### config.mk
export PLATFORM = sky130hd
export DESIGN_NAME = bin_to_bcd_stream_flat
export DESIGN_NICKNAME = d
export VERILOG_FILES = /design/src/rtl/bin_to_bcd_stream_if.sv /design/src/rtl/bin_to_bcd_stream.sv /design/src/flat_wrapper.sv
export SDC_FILE = /design/constraint.sdc
export NUM_CORES = 1
export LEC_CHECK = 0
export ABC_CLOCK_PERIOD_IN_PS = 6690
export CAP_MARGIN = 10
export CORE_ASPECT_RATIO = 1.25
export CORE_MARGIN = 8
export CORE_UTILIZATION = 40
export CTS_BUF_LIST = sky130_fd_sc_hd__clkbuf_16
export DETAILED_ROUTE_END_ITERATION = 16
export GPL_TIMING_DRIVEN = 0
export PLACE_DENSITY_LB_ADDON = 0.25
export SLEW_MARGIN = 20
export SYNTH_ARGS = -nofsm -noshare
export SYNTH_HDL_FRONTEND = slang
export SYNTH_SLANG_ARGS = --single-unit
export TNS_END_PERCENT = 50
### constraint.sdc
create_clock -name clk -period 6.69 [get_ports clk]
set_input_delay 1.338 -clock clk [delete_from_list [all_inputs] [get_ports clk]]
set_output_delay 1.338 -clock clk [all_outputs]
set_load 0.01 [all_outputs]
### src/rtl/bin_to_bcd_stream_if.sv
// rtl/bin_to_bcd_stream_if.sv - handshake bundle for the binary-to-BCD stream converter
// master drives the conversion request and result acceptance; slave is the converter.
interface bin_to_bcd_stream_if #(
   parameter int BIN_W  = 16,
   parameter int DIGITS = 5
);
   logic                  in_valid;
   logic                  in_ready;
   logic [BIN_W-1:0]      bin_in;
   logic                  out_valid;
   logic                  out_ready;
   logic [4*DIGITS-1:0]   bcd_out;
   logic                  sign_out;
   logic                  ovf;
   logic [DIGITS-1:0]     lz_mask;

   modport master (
      output in_valid, bin_in, out_ready,
      input  in_ready, out_valid, bcd_out, sign_out, ovf, lz_mask
   );

   modport slave (
      input  in_valid, bin_in, out_ready,
      output in_ready, out_valid, bcd_out, sign_out, ovf, lz_mask
   );
endinterface

### src/rtl/bin_to_bcd_stream.sv
// rtl/bin_to_bcd_stream.sv - sequential double-dabble binary-to-BCD converter
// One bit per clock; optional two's-complement input, overflow saturation, leading-zero mask.
module bin_to_bcd_stream #(
   parameter int BIN_W  = 16,
   parameter int DIGITS = 5,
   parameter int SIGNED = 0
) (
   input  logic                 clk,
   input  logic                 rst,
   bin_to_bcd_stream_if.slave   bus
);
   localparam int CNT_W = $clog2(BIN_W + 1);
   localparam int ACC_W = 4 * DIGITS;

   localparam logic [1:0] S_IDLE = 2'd0;
   localparam logic [1:0] S_CONV = 2'd1;
   localparam logic [1:0] S_HOLD = 2'd2;

   localparam logic [CNT_W-1:0]  CNT_LAST = CNT_W'(BIN_W);
   localparam logic [ACC_W-1:0]  NINES    = {DIGITS{4'h9}};
   localparam logic [DIGITS-1:0] LZ_RESET = ~(DIGITS'(1));

   logic [1:0]        r_state;
   logic [BIN_W-1:0]  r_mag;
   logic [ACC_W-1:0]  r_acc;
   logic [CNT_W-1:0]  r_cnt;
   logic              r_sign;
   logic              r_ovf;
   logic [ACC_W-1:0]  r_bcd_out;
   logic              r_sign_out;
   logic              r_ovf_out;
   logic [DIGITS-1:0] r_lz_mask;

   logic              w_sign_in;
   logic [BIN_W-1:0]  w_mag_in;
   logic [ACC_W-1:0]  w_adj;
   logic [ACC_W-1:0]  w_acc_next;
   logic [BIN_W-1:0]  w_mag_next;
   logic [DIGITS-1:0] w_lz;
   logic              w_zero_run;

   // Negation wraps in BIN_W bits, so the most negative input becomes 2^(BIN_W-1).
   assign w_sign_in = (SIGNED != 0) && bus.bin_in[BIN_W-1];
   assign w_mag_in  = w_sign_in ? (~bus.bin_in + BIN_W'(1)) : bus.bin_in;

   always_comb begin
      w_adj = '0;
      for (int k = 0; k < DIGITS; k++) begin
         w_adj[4*k +: 4] = (r_acc[4*k +: 4] >= 4'd5) ? (r_acc[4*k +: 4] + 4'd3)
                                                      : r_acc[4*k +: 4];
      end
   end

   assign w_acc_next = {w_adj[ACC_W-2:0], r_mag[BIN_W-1]};
   assign w_mag_next = {r_mag[BIN_W-2:0], 1'b0};

   // Scan from the top digit down; a digit is blankable while everything above it is zero.
   always_comb begin
      w_zero_run = 1'b1;
      w_lz       = '0;
      for (int k = DIGITS - 1; k >= 0; k--) begin
         w_zero_run = w_zero_run & (r_acc[4*k +: 4] == 4'd0);
         if (k > 0) w_lz[k] = w_zero_run;
      end
   end

   always_ff @(posedge clk or posedge rst) begin
      if (rst) begin
         r_state    <= S_IDLE;
         r_mag      <= '0;
         r_acc      <= '0;
         r_cnt      <= '0;
         r_sign     <= 1'b0;
         r_ovf      <= 1'b0;
         r_bcd_out  <= '0;
         r_sign_out <= 1'b0;
         r_ovf_out  <= 1'b0;
         r_lz_mask  <= LZ_RESET;
      end else begin
         case (r_state)
            S_IDLE: begin
               if (bus.in_valid) begin
                  r_mag   <= w_mag_in;
                  r_sign  <= w_sign_in;
                  r_acc   <= '0;
                  r_ovf   <= 1'b0;
                  r_cnt   <= '0;
                  r_state <= S_CONV;
               end
            end
            S_CONV: begin
               if (r_cnt == CNT_LAST) begin
                  r_bcd_out  <= r_ovf ? NINES : r_acc;
                  r_lz_mask  <= r_ovf ? '0 : w_lz;
                  r_sign_out <= r_sign;
                  r_ovf_out  <= r_ovf;
                  r_state    <= S_HOLD;
               end else begin
                  // A set top bit after adjust would be lost by the shift: value too large.
                  r_acc <= w_acc_next;
                  r_mag <= w_mag_next;
                  r_ovf <= r_ovf | w_adj[ACC_W-1];
                  r_cnt <= r_cnt + CNT_W'(1);
               end
            end
            S_HOLD: begin
               if (bus.out_ready) r_state <= S_IDLE;
            end
            default: r_state <= S_IDLE;
         endcase
      end
   end

   assign bus.in_ready  = (r_state == S_IDLE);
   assign bus.out_valid = (r_state == S_HOLD);
   assign bus.bcd_out   = r_bcd_out;
   assign bus.sign_out  = (SIGNED != 0) ? r_sign_out : 1'b0;
   assign bus.ovf       = r_ovf_out;
   assign bus.lz_mask   = r_lz_mask;
endmodule

### src/flat_wrapper.sv
// flat-port wrapper written by rule: the top's interface ports become plain ports
module bin_to_bcd_stream_flat 
#(
   parameter int BIN_W  = 16,
   parameter int DIGITS = 5,
   parameter int SIGNED = 0
)
  (clk, rst, bus_in_valid, bus_bin_in, bus_out_ready, bus_in_ready, bus_out_valid, bus_bcd_out, bus_sign_out, bus_ovf, bus_lz_mask);
  bin_to_bcd_stream_if #(.BIN_W(BIN_W), .DIGITS(DIGITS)) bus_i ();
  input  logic clk;
  input  logic rst;
  input wire logic [$bits(bus_i.in_valid)-1:0] bus_in_valid;
  input wire logic [$bits(bus_i.bin_in)-1:0] bus_bin_in;
  input wire logic [$bits(bus_i.out_ready)-1:0] bus_out_ready;
  output wire logic [$bits(bus_i.in_ready)-1:0] bus_in_ready;
  output wire logic [$bits(bus_i.out_valid)-1:0] bus_out_valid;
  output wire logic [$bits(bus_i.bcd_out)-1:0] bus_bcd_out;
  output wire logic [$bits(bus_i.sign_out)-1:0] bus_sign_out;
  output wire logic [$bits(bus_i.ovf)-1:0] bus_ovf;
  output wire logic [$bits(bus_i.lz_mask)-1:0] bus_lz_mask;
  assign bus_i.in_valid = bus_in_valid;
  assign bus_i.bin_in = bus_bin_in;
  assign bus_i.out_ready = bus_out_ready;
  assign bus_in_ready = bus_i.in_ready;
  assign bus_out_valid = bus_i.out_valid;
  assign bus_bcd_out = bus_i.bcd_out;
  assign bus_sign_out = bus_i.sign_out;
  assign bus_ovf = bus_i.ovf;
  assign bus_lz_mask = bus_i.lz_mask;
  bin_to_bcd_stream #(.BIN_W(BIN_W), .DIGITS(DIGITS), .SIGNED(SIGNED)) u_core (.clk(clk), .rst(rst), .bus(bus_i));
endmodule
==> flow_metrics.env <==
export IMPL_status="finished clean"
export IMPL_dr_pass1_iters=4
export IMPL_cp_data_arrival_time_ns=1.57
export IMPL_power_density_nw_per_um2=506
export IMPL_place_area_um2=3930
export IMPL_final_area_um2=4240
export IMPL_worst_pin_slew_ns=0.601
export IMPL_max_cap_viol_count=0
export IMPL_grt_max_degree=58
export IMPL_report_final_hold_viol_count=0
export IMPL_ys_async_sr_fraction=1.00
export IMPL_ys_flop_type="dfrtp_1"
export IMPL_cts_tree="yes"
export IMPL_ant_nets=0
export IMPL_syn_to_final_growth_pct=27.8
export IMPL_syn_inst=335
export IMPL_wl_per_cell_um=15.2
export IMPL_cts_buffer_depth=2
export IMPL_dieArea_um2=11500
export IMPL_drive_gt1_frac=0.0777
export IMPL_drc=0
export IMPL_placement_rows=37
export IMPL_yosysWarnings=0
export IMPL_ys_seq_area_frac=0.522
export IMPL_max_freq_mhz=343
export IMPL_hpwl_um=5410
export IMPL_grt_first_pass_wirelength_um=13100
export IMPL_grt_use_total=0.136
export IMPL_clk_pin_slew_worst_paths_ns=0.05
export IMPL_ir_drop_v=0.000196
export IMPL_drt_iter0_drc=116
export IMPL_antenna_cells=0
export IMPL_worstSetupEndpointType="primary output"
export IMPL_overflow=0
export IMPL_finalMaxSlewViolations=0
export IMPL_worstSetupStartpointType="flop"
export IMPL_dp_cells=480
export IMPL_finalSetupViolCount=0
export IMPL_cp_max_fo=5
export IMPL_whs_ns=0.461
export IMPL_final_cells=496
export IMPL_synth_edf_count=0
export IMPL_relSlewSlack=0.599
export IMPL_core_area_um2=8150
export IMPL_fin_crit_sh=0.435
export IMPL_rsz0062_at_grt="false"
export IMPL_viasPerCell=5.23
export IMPL_clk_insertion_delay_late_ns=0.33
export IMPL_cts_root_buffer="clkbuf_16"
export IMPL_synth_area_per_cell_um2=9.90
export IMPL_synth_distinct_cells=37
export IMPL_nets=430
export IMPL_dr_total_vias=2594
export IMPL_drt_total_wl_um=7530
export IMPL_cts_hold_buf=0
export IMPL_initial_core_util=0.407
export IMPL_die_x_um=97.4
export IMPL_p_leak_uw=0.00189
export IMPL_period_minus_slack_ns=2.91
export IMPL_htreeDepth=3
export IMPL_cts_setup_buffers=0
export IMPL_critPathKind="flop to primary output"
export IMPL_port_buffers=46
export IMPL_grt_pass1_vias=2711
export IMPL_synthesis_area_um2=3320
export IMPL_crit_start="u_core.r_state[1]"
export IMPL_rr_startpoint="u_core.r_cnt[0]"
export IMPL_gp_congestion=0.774
export IMPL_tns_ns=0
export IMPL_antenna_found_initial=0
export IMPL_total_power_uw=2150
export IMPL_cts_sinks=69
export IMPL_min_from="u_core.bus.lz_mask[2]"
export IMPL_fin_skew_ns=0.00737
export IMPL_die_h_um=118
export IMPL_cts_buffers_inserted=9
export IMPL_hold_path_class="flop to flop"
export IMPL_io_pins=49
export IMPL_ys_ff_latch=69
export IMPL_worst_ep_required_time_ns=5.35
export IMPL_post_cts_resized=0
## Yosys cell counts (all sizes together), types with 6 or more instances
cell type	count	area share
nand2	59	0.067
buf	8	0.014
o22ai	9	0.017
o21ai	41	0.062
a21oi	11	0.017
mux2i	14	0.042
ha	16	0.060
nand2b	12	0.023
inv	15	0.017
a22o	6	0.016
a22oi	6	0.014
nor2	21	0.025
clkbuf	9	0.010
dfrtp	65	0.49
## stage by stage
stage / worst slack [ns] / utilization
after floorplan: 3.62 / -
after global placement: 2.41 / 0.479
after detailed placement: 3.49 / 0.482
after CTS: 3.76 / 0.520
after global routing: 3.69 / 0.520
final: 3.78 / 0.520
## flip-flops by register name, summed over array words and instances, names as in the netlist
signal	count
u_core.bus.bcd_out	20
u_core.r_acc	20
u_core.r_mag	16
u_core.r_cnt	5
u_core.bus.lz_mask	4
u_core.r_state	2
u_core.bus.ovf	1
u_core.r_ovf	1
## worst paths after layout
check	to	slack (ns)	cells after the start
max in group asynchronous	u_core.bus.lz_mask[1]	4.83	3
worst max-delay path	bus_in_ready	3.78	2
worst min-delay path	u_core.bus.lz_mask[2]	0.46	2
worst min register to register	u_core.bus.lz_mask[2]	0.46	2
worst max register to register	u_core.r_acc[8]	4.71	7
min in group asynchronous	u_core.r_mag[0]	1.27	2
## worst max-delay path, stage by stage, from the launching register on
cell and delay, ns:
dfrtp_1 0.41, nor2_1 0.25, clkdlybuf4s50_1 0.60
## metal layers
layer  track usage  vias to the layer above  wire length [um]
met5             0                        -                 0
met4        0.0646                        0               180
met3        0.0346                       13               513
met2         0.214                       76              3520
met1         0.170                     1233              3310
li1              -                     1272                 -
## power breakdown
group / total [uW] / switching [uW] / internal [uW]
Sequential: 731 / 138 / 593
Combinational: 925 / 500 / 425
Clock: 491 / 170 / 321
Total: 2150 / 808 / 1340
## cells in the final DEF, fill, tap and decap left out, types with 11 or more instances in the layout
master,instances
nand2b_1,12
clkdlybuf4s50_1,46
a21oi_1,11
ha_1,16
mux2i_1,14
nor2_1,20
o21ai_1,37
inv_1,15
dfrtp_1,65
nand2_1,59
## area by class of cell
type / instances / area [um^2]
inverters: 15 / 58.8
repair buffers: 47 / 488
flip-flops and latches: 69 / 1730
well taps: 97 / 121
fillers: 759 / 3910
plain buffers: 17 / 78.8
clock buffers: 9 / 225
multi-input cells: 235 / 1450
clock inverters: 7 / 82.6
## cells by family after synthesis
| family | after synthesis | share of synthesized area |
|---|---|---|
| flip-flops | 69 | 0.522 |
| multiplexers | 16 | 0.0491 |
| XOR/XNOR | 7 | 0.0185 |
| buffers and inverters | 32 | 0.0408 |
| AND/OR/NAND/NOR | 110 | 0.157 |
| AO/OA/AOI/OAI | 84 | 0.151 |
| adder cells (fa/ha/maj) | 16 | 0.0604 |
| other | 1 | 0.00113 |
No activity file was read; power rests on OpenSTA's default activity.
